===== config.mk =====
export PLATFORM = sky130hd
export DESIGN_NAME = ips2l_pcie_dma_rx_bar_wr_router
export DESIGN_NICKNAME = d
export VERILOG_FILES = /design/src/rtl/ips2l_pcie_dma_rx_bar_wr_router.sv
export SDC_FILE = /design/constraint.sdc
export NUM_CORES = 2
export LEC_CHECK = 0
export ABC_AREA = 0
export CAP_MARGIN = 5
export CORE_MARGIN = 3
export CORE_UTILIZATION = 55
export DETAILED_ROUTE_END_ITERATION = 12
export DONT_BUFFER_PORTS = 1
export GPL_TIMING_DRIVEN = 0
export PLACE_DENSITY = 0.7
export RECOVER_POWER = 50
export SLEW_MARGIN = 20
export SYNTH_ARGS = -nofsm -noshare
export SYNTH_HDL_FRONTEND = slang
export SYNTH_SLANG_ARGS = --single-unit

===== constraint.sdc =====
create_clock -name clk -period 43.7 [get_ports clk]
set_input_delay 13.11 -clock clk [delete_from_list [all_inputs] [get_ports clk]]
set_output_delay 13.11 -clock clk [all_outputs]
set_load 0.02 [all_outputs]

===== src/rtl/ips2l_pcie_dma_rx_bar_wr_router.sv =====
// RX BAR write router: two queued write-beat sources (MWR, CPLD) steered to NUM_BARS
// BAR RAM write ports by per-beat BAR index, with round-robin on same-BAR collisions.
module ips2l_pcie_dma_rx_bar_wr_router #(
    parameter int NUM_BARS   = 3,
    parameter int ADDR_WIDTH = 9,
    parameter int DATA_WIDTH = 128,
    parameter int FIFO_DEPTH = 4
) (
    input  logic                               clk,
    input  logic                               rst,
    input  logic                               i_src0_vld,
    output logic                               o_src0_rdy,
    input  logic [2:0]                         i_src0_bar,
    input  logic [ADDR_WIDTH-1:0]              i_src0_addr,
    input  logic [DATA_WIDTH-1:0]              i_src0_data,
    input  logic [DATA_WIDTH/8-1:0]            i_src0_be,
    input  logic                               i_src1_vld,
    output logic                               o_src1_rdy,
    input  logic [2:0]                         i_src1_bar,
    input  logic [ADDR_WIDTH-1:0]              i_src1_addr,
    input  logic [DATA_WIDTH-1:0]              i_src1_data,
    input  logic [DATA_WIDTH/8-1:0]            i_src1_be,
    output logic [NUM_BARS-1:0]                o_bar_wr_en,
    output logic [NUM_BARS*ADDR_WIDTH-1:0]     o_bar_wr_addr,
    output logic [NUM_BARS*DATA_WIDTH-1:0]     o_bar_wr_data,
    output logic [NUM_BARS*DATA_WIDTH/8-1:0]   o_bar_wr_be,
    input  logic                               i_cnt_clr,
    output logic [15:0]                        o_drop_cnt,
    output logic                               o_bar_err,
    output logic                               o_busy
);

    localparam int BE_WIDTH = DATA_WIDTH / 8;
    localparam int PTR_W    = $clog2(FIFO_DEPTH) + 1;
    localparam int BEAT_W   = 3 + ADDR_WIDTH + DATA_WIDTH + BE_WIDTH;
    localparam logic [3:0] BAR_LIMIT = 4'(NUM_BARS);

    logic [1:0]                 push, pop, empty, full;
    logic [1:0]                 valid, bad_bar, drop, route, grant;
    logic                       collide;
    logic                       rr;
    logic [16:0]                cnt_sum;
    logic [1:0][BEAT_W-1:0]     in_beat, head;
    logic [1:0][2:0]            h_bar;
    logic [1:0][ADDR_WIDTH-1:0] h_addr;
    logic [1:0][DATA_WIDTH-1:0] h_data;
    logic [1:0][BE_WIDTH-1:0]   h_be;

    assign in_beat[0] = {i_src0_bar, i_src0_addr, i_src0_data, i_src0_be};
    assign in_beat[1] = {i_src1_bar, i_src1_addr, i_src1_data, i_src1_be};

    // rdy comes from registered pointers only, so a same-cycle pop never reopens a full FIFO.
    assign o_src0_rdy = ~full[0];
    assign o_src1_rdy = ~full[1];
    assign push[0]    = i_src0_vld & ~full[0];
    assign push[1]    = i_src1_vld & ~full[1];
    assign o_busy     = ~(&empty);

    for (genvar s = 0; s < 2; s++) begin : g_fifo
        logic [BEAT_W-1:0] mem [FIFO_DEPTH];
        logic [PTR_W-1:0]  wr_ptr;
        logic [PTR_W-1:0]  rd_ptr;

        always_ff @(posedge clk or posedge rst) begin
            if (rst) begin
                wr_ptr <= '0;
                rd_ptr <= '0;
            end else begin
                if (push[s]) wr_ptr <= wr_ptr + PTR_W'(1);
                if (pop[s])  rd_ptr <= rd_ptr + PTR_W'(1);
            end
        end

        always_ff @(posedge clk) begin
            if (push[s]) mem[wr_ptr[PTR_W-2:0]] <= in_beat[s];
        end

        assign empty[s] = (wr_ptr == rd_ptr);
        assign full[s]  = (wr_ptr[PTR_W-1] != rd_ptr[PTR_W-1]) &&
                          (wr_ptr[PTR_W-2:0] == rd_ptr[PTR_W-2:0]);
        assign head[s]  = mem[rd_ptr[PTR_W-2:0]];
        assign {h_bar[s], h_addr[s], h_data[s], h_be[s]} = head[s];
    end

    always_comb begin
        valid   = '0;
        bad_bar = '0;
        drop    = '0;
        route   = '0;
        for (int s = 0; s < 2; s++) begin
            valid[s]   = ~empty[s];
            bad_bar[s] = valid[s] && ({1'b0, h_bar[s]} >= BAR_LIMIT);
            drop[s]    = valid[s] && (bad_bar[s] || (h_be[s] == '0));
            route[s]   = valid[s] && !drop[s];
        end
        collide  = route[0] && route[1] && (h_bar[0] == h_bar[1]);
        grant[0] = route[0] && (!collide || !rr);
        grant[1] = route[1] && (!collide || rr);
        pop      = drop | grant;
    end

    always_ff @(posedge clk or posedge rst) begin
        if (rst)          rr <= 1'b0;
        else if (collide) rr <= ~rr;
    end

    assign cnt_sum = {1'b0, o_drop_cnt} + 17'(drop[0]) + 17'(drop[1]);

    always_ff @(posedge clk or posedge rst) begin
        if (rst) begin
            o_drop_cnt <= '0;
            o_bar_err  <= 1'b0;
        end else if (i_cnt_clr) begin
            o_drop_cnt <= '0;
            o_bar_err  <= 1'b0;
        end else begin
            o_drop_cnt <= cnt_sum[16] ? 16'hFFFF : cnt_sum[15:0];
            if (|bad_bar) o_bar_err <= 1'b1;
        end
    end

    // Payload slices are only loaded on a strobe so idle ports keep their last write.
    always_ff @(posedge clk or posedge rst) begin
        if (rst) begin
            o_bar_wr_en   <= '0;
            o_bar_wr_addr <= '0;
            o_bar_wr_data <= '0;
            o_bar_wr_be   <= '0;
        end else begin
            for (int k = 0; k < NUM_BARS; k++) begin
                o_bar_wr_en[k] <= (grant[0] && (h_bar[0] == 3'(k))) ||
                                  (grant[1] && (h_bar[1] == 3'(k)));
                if (grant[0] && (h_bar[0] == 3'(k))) begin
                    o_bar_wr_addr[k*ADDR_WIDTH +: ADDR_WIDTH] <= h_addr[0];
                    o_bar_wr_data[k*DATA_WIDTH +: DATA_WIDTH] <= h_data[0];
                    o_bar_wr_be[k*BE_WIDTH +: BE_WIDTH]       <= h_be[0];
                end else if (grant[1] && (h_bar[1] == 3'(k))) begin
                    o_bar_wr_addr[k*ADDR_WIDTH +: ADDR_WIDTH] <= h_addr[1];
                    o_bar_wr_data[k*DATA_WIDTH +: DATA_WIDTH] <= h_data[1];
                    o_bar_wr_be[k*BE_WIDTH +: BE_WIDTH]       <= h_be[1];
                end
            end
        end
    end

endmodule


==> metrics.csv <==
stage;metric;value;unit
critical_path;Crit. End Element;async pin;
synthesis;largest family of logic cells by synthesized area;multiplexers;
pwr;Lkg Pwr;29.0;nW
clock_tree;CTS sink count;1740;
synthesis;Synth top cells by count;1248 x edfxtp_1, 1024 x mux2i_1, 492 x dfrtp_1;
timing;f_max;53.8;MHz
drt;DRC violations left;0;
floorplanning;Ports;799;
final_layout;Fillers;9026;
critical_path;CP max FO;91;
clock_tree;Root Buffer;clkbuf_16;
final_layout;multi-input combinational cell area;18800;sq um
synthesis;register bit total from synthesis;1740;
placement;DP Cell Count;5525;
pwr;Clk pwr share;22.1;%
final_layout;Seq. cell area;49800;sq um
pwr;Flop pwr share;43.3;%
pwr;Sw Share;39.2;%
clock_tree;Clk pin slew, worst setup/hold paths;0.06;ns
drt;initial drt markers;3282;
timing;RSZ-0062 raised after global routing;no;
hold_path;worst hold path class;register to register;
critical_path;Data arrival, critical path;18.16;ns
synthesis;Mean Syn Cell Area;18.2;sq um
global_route;largest net degree at the start of global routing;99;
placement;PortBufs;0;
clock_tree;H-tree depth;4;
clock_tree;TritonCTS buffer count;173;
final_layout;layout cells sized above 1;17.0;%
clock_tree;clk_lat worst skew;0.80;ns
synthesis;Post-Synth Simple-Gate Area;1.49;%
synthesis;YS warnings;0;
timing;Rel. slew slack;-268;%
clock_tree;hold_buf cts;0;
timing;Final Setup Violations;0;
floorplanning;Die ar.;131000;sq um
global_route;GRT overflow;0;
synthesis;most common cell in the netlist;edfxtp_1;
synthesis;library cells used by synthesis;50;
synthesis;asr flop ratio synth;28.3;%
critical_path;crit-path max cell delay;3.92;ns
synthesis;syn_nets;4166;
synthesis;EDFF count, synth;1248;
floorplanning;Die Height;362;um
critical_path;CP max stage cell;clkbuf_1;
final_layout;post-route insts no fill;5862;
critical_path;crit path cell chain;clkinvlp_2 -> clkbuf_1;
drt;drt wl/cell;33.4;um
final_layout;number of nets in the layout;4379;
outcome;status;complete, but fails checks;
pwr;switching power;2.66;mW
drt;Vias;36900;
clock_tree;TritonCTS clock tree;done;
critical_path;reg2reg setup slack;36.17;ns
timing;Setup TNS Final;0;ns
job;max-cap violations;7;
floorplanning;die width;362;um
synthesis;share of the synthesized area in the top cell type;53.7;%
placement;HPWL after DPL;136000;um
global_route;first-pass GRT wire length;279000;um
placement;RD Place Congestion;0.826;
synthesis;Seq/Total Area, Yosys;71.3;%
synthesis;Synth Instances;3837;
clock_tree;CTS Buffer Depth;3;
global_route;Total GRT Usage;29.8;%
global_route;initial antenna violation count;15;
synthesis;Synth Area in Adders;0.226;%
pwr;combinational power share;34.6;%
synthesis;predominant post-synthesis flop cell;edfxtp_1;
pwr;PwrDens;86.3;nW/um^2
critical_path;CP delay by family, top;buffers and inverters;
clock_tree;cts repair resizes;0;
global_route;vias in the first global route;37900;
drt;First-pass DRT Iterations;5;
floorplanning;# rows;130;
floorplanning;starting density of the core;55.5;%
drt;vias per inst;6.30;
synthesis;Synth Area in XOR/XNOR;0.383;%
pwr;Pint;4.12;mW
synthesis;Synth area leaders;edfxtp_1 54%, dfrtp_1 18%, mux2i_1 15%, mux4_2 5.6%, mux2_2 2.5%;
synthesis;post-synthesis mux area share;22.8;%
timing;final hold vios;0;
clock_tree;# Post-CTS Setup Buffers;0;
critical_path;crit path buf inv count;2;
synthesis;largest area contributor in the netlist;edfxtp_1;
timing;final period utilization;42.5;%
critical_path;crit start category;input port;
critical_path;required time worst endpoint;43.27;ns
final_layout;P&R area growth vs syn;12.4;%
outcome;violated checks;capacitance limit, slew limit;
synthesis;mapped cell area;69800;sq um
drt;Routed WL;196000;um
timing;clk_skew;0.0389;ns
floorplanning;CORE AREA;126000;sq um
drt;ANT nets after route;0;
timing;Slew @ Worst Pin;5.53;ns
pwr;Max IR drop VDD;48.9;uV
timing;Final Max Tran Viols;264;
timing;crit path time final;18.59;ns
synthesis;Compound-Gate Fraction of Synth Area;2.04;%
critical_path;CP Class;input port to async pin;
layout make-up:
type	instances	share of cell area, %
well taps	1650	2.63
inverters	9	0.0446
clock inverters	83	1.12
multi-input cells	1868	24.0
flip-flops and latches	1740	63.4
plain buffers	220	1.32
diodes	9	0.0287
repair buffers	38	1.21
clock buffers	245	6.21
placed cells by master, fill, tap and decap left out, types with 5 or more instances in the layout:
cell type,n
edfxtp_1,1248
mux2i_1,1024
dfrtp_1,492
clkbuf_1,195
clkbuf_16,178
mux4_2,175
nand2_1,169
o21ai_0,159
mux2_2,155
clkinv_2,37
buf_4,35
a32oi_1,32
buf_16,29
buf_2,21
clkbuf_8,17
a21oi_1,16
a22oi_1,16
bufinv_16,14
xnor2_1,13
clkinv_1,13
xor2_1,12
ha_1,11
nand3_1,10
clkbuf_2,10
diode_2,9
nor4_1,8
nor2_1,8
inv_1,8
inv_6,8
buf_12,7
and3_1,6
buf_1,6
buf_6,5
nand4_1,5
clkinvlp_4,5
registers in the layout, summed over array words and instances, names as in the netlist:
name / count
o_drop_cnt: 16
o_bar_wr_be: 48
g_fifo.mem: 1248
g_fifo.wr_ptr: 6
g_fifo.rd_ptr: 6
o_bar_err: 1
rr: 1
o_bar_wr_data: 384
o_bar_wr_addr: 27
o_bar_wr_en: 3
layer usage:
layer / part of all wire [%] / track usage [%] / up-vias
met5: 0.023 / 0 / -
met4: 4.9 / 13.0 / 6
met3: 10 / 10.7 / 370
met2: 47 / 47.0 / 1651
met1: 38 / 37.5 / 19500
li1: - / - / 15400
per-stage QoR:
step	cell area, sq um	total power [mW]	setup slack [ns]	utilization (%)	hold WS [ns]
floorplan	69800	4.44	16.86	-	0.461
global placement	71900	5.29	9.98	57.1	0.476
detailed placement	72900	5.31	28.51	57.9	0.477
CTS	78700	6.82	27.63	62.5	0.488
global route	78500	7.07	24.16	62.3	0.505
finish	78500	6.77	25.11	62.3	0.491
cell families (layout without fill, tap and decap cells):
logic type	after synthesis	after routing
fa+ha+maj	12	12
simple gates	235	235
xor+xnor	28	28
other cells	0	9
flops	1740	1740
mux	1354	1354
compound gates	239	239
buf+inv	229	595
power by group through the flow:
stage	Sequential [mW]	Combinational [mW]	Clock [mW]
4_1_cts	2.93	2.37	1.51
3_3_place_gp	3.05	2.24	0
6_report	2.93	2.34	1.50
3_5_place_dp	2.96	2.36	0
5_1_grt	2.97	2.52	1.58
2_1_floorplan	2.83	1.61	0
path summary, 6_finish.rpt:
| path | startpoint | cells past startpoint | end |
|---|---|---|---|
| max | rst | 2 | o_bar_wr_be[41] |
| min | g_fifo[1].wr_ptr[2] | 1 | g_fifo[1].wr_ptr[2] |
| max reg2reg | g_fifo[0].rd_ptr[0] | 12 | o_bar_wr_data[34] |
| min reg2reg | g_fifo[1].wr_ptr[2] | 1 | g_fifo[1].wr_ptr[2] |
| max in group clk | g_fifo[0].rd_ptr[0] | 5 | o_busy |
| min in group asynchronous | rst | 1 | o_bar_wr_data[144] |
Note: power is estimated with default switching activity, not from simulation.
